`config.mk`:
```
export PLATFORM = sky130hd
export DESIGN_NAME = ddr3_reset_sequencer
export DESIGN_NICKNAME = d
export VERILOG_FILES = /design/src/rtl/ddr3_reset_sequencer.sv
export SDC_FILE = /design/constraint.sdc
export NUM_CORES = 1
export LEC_CHECK = 0
export CORE_MARGIN = 8
export CORE_UTILIZATION = 57
export DETAILED_ROUTE_END_ITERATION = 8
export MAX_ROUTING_LAYER = met4
export PLACE_DENSITY = 0.8
export SLEW_MARGIN = 25
export SYNTH_ARGS = -nofsm -noshare
export SYNTH_HDL_FRONTEND = slang
export SYNTH_SLANG_ARGS = --single-unit
```
`constraint.sdc`:
```
create_clock -name clk50 -period 4.6 [get_ports clk50]
set_clock_uncertainty 0.05 [all_clocks]
set_input_delay 0.46 -clock clk50 [delete_from_list [all_inputs] [get_ports clk50]]
set_output_delay 0.46 -clock clk50 [all_outputs]
set_load 0.005 [all_outputs]
```
`src/rtl/ddr3_reset_sequencer.sv`:
```
// DDR3 power-up / recovery sequencer: qualifies PLL lock, starts the memory
// clock, pulses the controller reset, waits for calibration and only then
// releases the system reset. Retries or faults on calibration timeout/loss.
module ddr3_reset_sequencer #(
    parameter int unsigned LOCK_FILTER    = 1024,
    parameter int unsigned STOP_CYCLES    = 16,
    parameter int unsigned DDR_RST_CYCLES = 64,
    parameter int unsigned CALIB_TIMEOUT  = 1048576,
    parameter int unsigned MAX_RETRIES    = 3
) (
    input  logic       clk50,
    input  logic       cpu_reset,
    input  logic       pll_lock,
    input  logic       ddr3_pll_stop,
    input  logic       init_calib_complete,
    output logic       ddr3_clk_en,
    output logic       ddr_ctrl_rst_n,
    output logic       sys_rst_n,
    output logic [2:0] seq_state,
    output logic [1:0] retry_count,
    output logic       fault
);

    localparam int unsigned MAX_AB  = (LOCK_FILTER > STOP_CYCLES) ? LOCK_FILTER : STOP_CYCLES;
    localparam int unsigned MAX_CD  = (DDR_RST_CYCLES > CALIB_TIMEOUT) ? DDR_RST_CYCLES : CALIB_TIMEOUT;
    localparam int unsigned MAX_CNT = (MAX_AB > MAX_CD) ? MAX_AB : MAX_CD;
    localparam int unsigned TIMER_W = (MAX_CNT > 2) ? $clog2(MAX_CNT) : 1;
    localparam int unsigned SYNC_W  = 3;

    localparam logic [TIMER_W-1:0] LOCK_LAST  = TIMER_W'(LOCK_FILTER - 1);
    localparam logic [TIMER_W-1:0] STOP_LAST  = TIMER_W'(STOP_CYCLES - 1);
    localparam logic [TIMER_W-1:0] RST_LAST   = TIMER_W'(DDR_RST_CYCLES - 1);
    localparam logic [TIMER_W-1:0] CALIB_LAST = TIMER_W'(CALIB_TIMEOUT - 1);
    localparam logic [1:0]         RETRY_MAX  = 2'(MAX_RETRIES);

    typedef enum logic [2:0] {
        WAIT_LOCK = 3'd0,
        CLK_ON    = 3'd1,
        CTRL_RST  = 3'd2,
        CALIB     = 3'd3,
        RUN       = 3'd4,
        FAULT     = 3'd7
    } state_t;

    // Synchronizer stages, bit order {calib, pll_stop, lock}
    logic [SYNC_W-1:0]  sync_meta;
    logic [SYNC_W-1:0]  sync_out;
    logic               pll_lock_s;
    logic               ddr3_pll_stop_s;
    logic               init_calib_complete_s;

    state_t             state;
    state_t             state_nxt;
    logic [TIMER_W-1:0] timer;
    logic [TIMER_W-1:0] timer_nxt;
    logic [1:0]         retry_q;
    logic [1:0]         retry_nxt;
    logic [1:0]         retry_inc;
    logic               clk_en_nxt;
    logic               ctrl_rst_n_nxt;
    logic               sys_rst_n_nxt;
    logic               fault_nxt;

    assign pll_lock_s            = sync_out[0];
    assign ddr3_pll_stop_s       = sync_out[1];
    assign init_calib_complete_s = sync_out[2];

    // Two-flop synchronizers for the three asynchronous inputs
    always_ff @(posedge clk50 or negedge cpu_reset) begin
        if (!cpu_reset) begin
            sync_meta <= '0;
            sync_out  <= '0;
        end else begin
            sync_meta <= {init_calib_complete, ddr3_pll_stop, pll_lock};
            sync_out  <= sync_meta;
        end
    end

    // Next-state, timer, retry and registered-output decode
    always_comb begin
        state_nxt      = state;
        timer_nxt      = timer;
        retry_nxt      = retry_q;
        retry_inc      = (retry_q == 2'd3) ? retry_q : retry_q + 2'd1;
        clk_en_nxt     = 1'b0;
        ctrl_rst_n_nxt = 1'b0;
        sys_rst_n_nxt  = 1'b0;
        fault_nxt      = 1'b0;

        case (state)
            WAIT_LOCK: begin
                if (!pll_lock_s) begin
                    timer_nxt = '0;
                end else if (timer == LOCK_LAST) begin
                    state_nxt = CLK_ON;
                end else begin
                    timer_nxt = timer + TIMER_W'(1);
                end
            end
            CLK_ON: begin
                if (!pll_lock_s) begin
                    state_nxt = WAIT_LOCK;
                end else if (timer == STOP_LAST) begin
                    state_nxt = CTRL_RST;
                end else begin
                    timer_nxt = timer + TIMER_W'(1);
                end
            end
            CTRL_RST: begin
                if (!pll_lock_s) begin
                    state_nxt = WAIT_LOCK;
                end else if (timer == RST_LAST) begin
                    state_nxt = CALIB;
                end else begin
                    timer_nxt = timer + TIMER_W'(1);
                end
            end
            CALIB: begin
                if (!pll_lock_s) begin
                    state_nxt = WAIT_LOCK;
                end else if (init_calib_complete_s) begin
                    state_nxt = RUN;
                end else if (timer == CALIB_LAST) begin
                    retry_nxt = retry_inc;
                    state_nxt = (retry_inc == RETRY_MAX) ? FAULT : WAIT_LOCK;
                end else begin
                    timer_nxt = timer + TIMER_W'(1);
                end
            end
            RUN: begin
                if (!pll_lock_s) begin
                    state_nxt = WAIT_LOCK;
                end else if (!init_calib_complete_s) begin
                    retry_nxt = retry_inc;
                    state_nxt = (retry_inc == RETRY_MAX) ? FAULT : WAIT_LOCK;
                end
            end
            FAULT: begin
                state_nxt = FAULT;
            end
            default: begin
                state_nxt = WAIT_LOCK;
            end
        endcase

        // Single timer restarts on every state entry
        if (state_nxt != state) begin
            timer_nxt = '0;
        end

        // Outputs follow the state being entered so they change on that edge
        case (state_nxt)
            CLK_ON: begin
                clk_en_nxt = 1'b1;
            end
            CTRL_RST: begin
                clk_en_nxt = 1'b1;
            end
            CALIB: begin
                clk_en_nxt     = ~ddr3_pll_stop_s;
                ctrl_rst_n_nxt = 1'b1;
            end
            RUN: begin
                clk_en_nxt     = ~ddr3_pll_stop_s;
                ctrl_rst_n_nxt = 1'b1;
                sys_rst_n_nxt  = 1'b1;
            end
            FAULT: begin
                fault_nxt = 1'b1;
            end
            default: begin
                clk_en_nxt = 1'b0;
            end
        endcase
    end

    // State, timer, retry counter and output registers
    always_ff @(posedge clk50 or negedge cpu_reset) begin
        if (!cpu_reset) begin
            state          <= WAIT_LOCK;
            timer          <= '0;
            retry_q        <= '0;
            ddr3_clk_en    <= 1'b0;
            ddr_ctrl_rst_n <= 1'b0;
            sys_rst_n      <= 1'b0;
            fault          <= 1'b0;
        end else begin
            state          <= state_nxt;
            timer          <= timer_nxt;
            retry_q        <= retry_nxt;
            ddr3_clk_en    <= clk_en_nxt;
            ddr_ctrl_rst_n <= ctrl_rst_n_nxt;
            sys_rst_n      <= sys_rst_n_nxt;
            fault          <= fault_nxt;
        end
    end

    assign seq_state   = state;
    assign retry_count = retry_q;

endmodule

```
==> flow_summary.ini <==
[routing]
wire_per_inst_um = 17.5
vias_per_cell = 6.53
drt-pass1-iter-count = 4
dr_total_vias = 1882
drc = 0
routed_wl_um = 5030
drt-initial-drc-count = 266
ant_nets = 0

[power]
p_per_area_nw_per_um2 = 287
vdd_drop_max_uv = 225
total_power_mw = 0.680
p_leak_nw = 0.970

[clock_network]
cts_root_buf = clkbuf_8
clk_pin_slew_ps = 80
cts_buffers = 5
post_cts_resize_count = 0
htree_levels = 2
clockBufferDepth = 2
hold_buffers = 0
cts_setup_buffers = 0
cts_sinks = 35
clock_latency_ps = 290
cts_tree = built

[sta]
setup_viol = 0
max_freq_mhz = 362
hold_viol_final = 0
fin_tns_setup_ps = 0
relSlewSlack = 0.439
worstMarginPinSlew_ps = 835
timing.hold.ws_ps = 301
rsz0062_at_grt = false
finalCritPeriodShare = 0.601
slew_violations = 0
finalCriticalPeriod_ps = 2760

[logic_synthesis]
post-synth-top-count-cell = dfrtp_1
syn_inst = 231
synth_top_area_share = 0.418
synth_cell_type_count = 53
avgSynthCellArea_um2 = 9.08
ys_warn_count = 0
netlist_area_um2 = 2100
synth_edf_count = 0
synth_area_leaders = dfrtp_1 (42%), xnor2_1 (6.3%), nor3_1 (5.0%), nor4_1 (4.8%), nand2_1 (3.4%)
ys_seq_area_frac = 0.418
netlist_top_cells_count = dfrtp_1 (35), nor3_1 (21), nand2_1 (19), nor4_1 (16), xnor2_1 (15)
syn-num-nets = 237
synth-async-reset-ratio = 1.00
synth_ff_type = dfrtp_1
ys_ff_latch = 35
yosys.area.top_type = dfrtp_1

[floorplan]
die-height_um = 76.7
fp.dieArea_um2 = 5880
core_um2 = 3610
die_x_um = 76.7
initial_core_util = 0.582
io_pins = 14
row_count = 22

[worst_setup_path]
reg2reg_to = timer[7]
end_kind = flop
timing.rr.start = timer[16]
crit_required_ps = 4710
reg2reg_slack_ps = 1840
crit_arrival_ps = 2870
crit_buf_inv = 0
cp_slowest_stage_delay_ps = 800
path_cells = nor4_1, nand3_1, nor4_4, o22ai_1, nand4_2, nor3_1
critical-path-top-delay-family = simple AND/OR/NAND/NOR gates
crit_path_max_fanout = 17
cp-start-kind = flop
crit_type = reg2reg
r2r_cells = 6
slowest_stage = nor4_4

[hold_path]
holdPathStages = 0
min_from = sync_meta[2]
hold_path.class = reg2reg
hold_end = sync_out[2]

[finish]
fin_util = 0.658
num-fill-cells = 299
drive_gt1_frac = 0.0833
syn_to_final_growth_pct = 13.1
layout.nets = 245
multiInputGateArea_um2 = 1140
seqCellArea_um2 = 876
diodes = 0
layout.cells.non_filler = 288

[placement]
gp_congestion = 0.937
port-buffer-count = 13
hpwl_um = 3310
dp_cells = 280

[grt]
grt_pass1_vias = 1760
antenna_found_initial = 0
grt_max_degree = 36
grt-ovfl-total = 0
grt_usage = 0.181
grt_pass1_wl_um = 8710

[outcome]
status = finished clean

[job]
maxCapViolations = 0
[registers in the layout, indices dropped and copies added, names as in the netlist]
name            flops
ddr3_clk_en         1
sync_out            3
seq_state           3
sync_meta           3
retry_count         2
timer              20
sys_rst_n           1
fault               1
ddr_ctrl_rst_n      1
[placed cells by master, fill, tap and decap left out, types with 6 or more instances in the layout]
| cell type | netlist | final |
|---|---|---|
| nor3_1 | 21 | 21 |
| nand4_1 | 7 | 7 |
| xnor2_1 | 15 | 15 |
| clkdlybuf4s50_1 | 0 | 13 |
| nor2_1 | 14 | 14 |
| nand2_1 | 19 | 19 |
| nor2b_1 | 6 | 6 |
| o21ai_0 | 7 | 7 |
| nor4_1 | 16 | 16 |
| nand3_1 | 10 | 10 |
| dfrtp_1 | 35 | 35 |
[how the worst max path moves through the flow]
stage	start	endpoint	slack (ps)	depth (start not counted)
after global routing	timer[19]	timer[7]	1580	6
final	timer[16]	timer[7]	1840	6
after CTS	timer[16]	timer[2]	1840	6
after floorplan	timer[0]	timer[10]	2550	8
after global placement	timer[16]	timer[2]	2010	6
after detailed placement	timer[16]	timer[3]	1920	6
[layer usage]
| metal | part of all wire | vias up | global-route usage |
|---|---|---|---|
| met3 | 0.062 | 11 | 0.0396 |
| met2 | 0.47 | 72 | 0.272 |
| met4 | 0.014 | 0 | 0.0577 |
| met1 | 0.46 | 927 | 0.238 |
| met5 | 0 | - | - |
| li1 | - | 872 | - |
[area by class of cell]
cell class / count / share of cell area
clock buffers: 5 / 0.0290
well taps: 48 / 0.0253
clock inverters: 3 / 0.0285
repair buffers: 15 / 0.0612
multi-input cells: 178 / 0.480
flip-flops and latches: 35 / 0.369
inverters: 4 / 0.00633
[power breakdown]
| part | switching (mW) | internal (mW) | total, mW |
|---|---|---|---|
| clock | 0.122 | 0.216 | 0.339 |
| sequential | 0.00493 | 0.312 | 0.317 |
| combinational | 0.0157 | 0.00880 | 0.0245 |
[through the flow]
step | area (um^2) | setup WS (ps)
after global placement | 2230 | 2010
final | 2370 | 1840
after global routing | 2370 | 1580
after floorplan | 2100 | 2550
after CTS | 2370 | 1840
after detailed placement | 2230 | 1920
[logic make-up (layout without fill, tap and decap cells)]
family	Yosys count	after routing	synth area share
flops	35	35	0.418
compound gates	36	36	0.116
xor+xnor	16	16	0.0668
mux	2	2	0.00955
fa+ha+maj	1	1	0.00597
simple gates	123	123	0.343
buf+inv	18	27	0.0406
(Power assumes the default switching activity.)
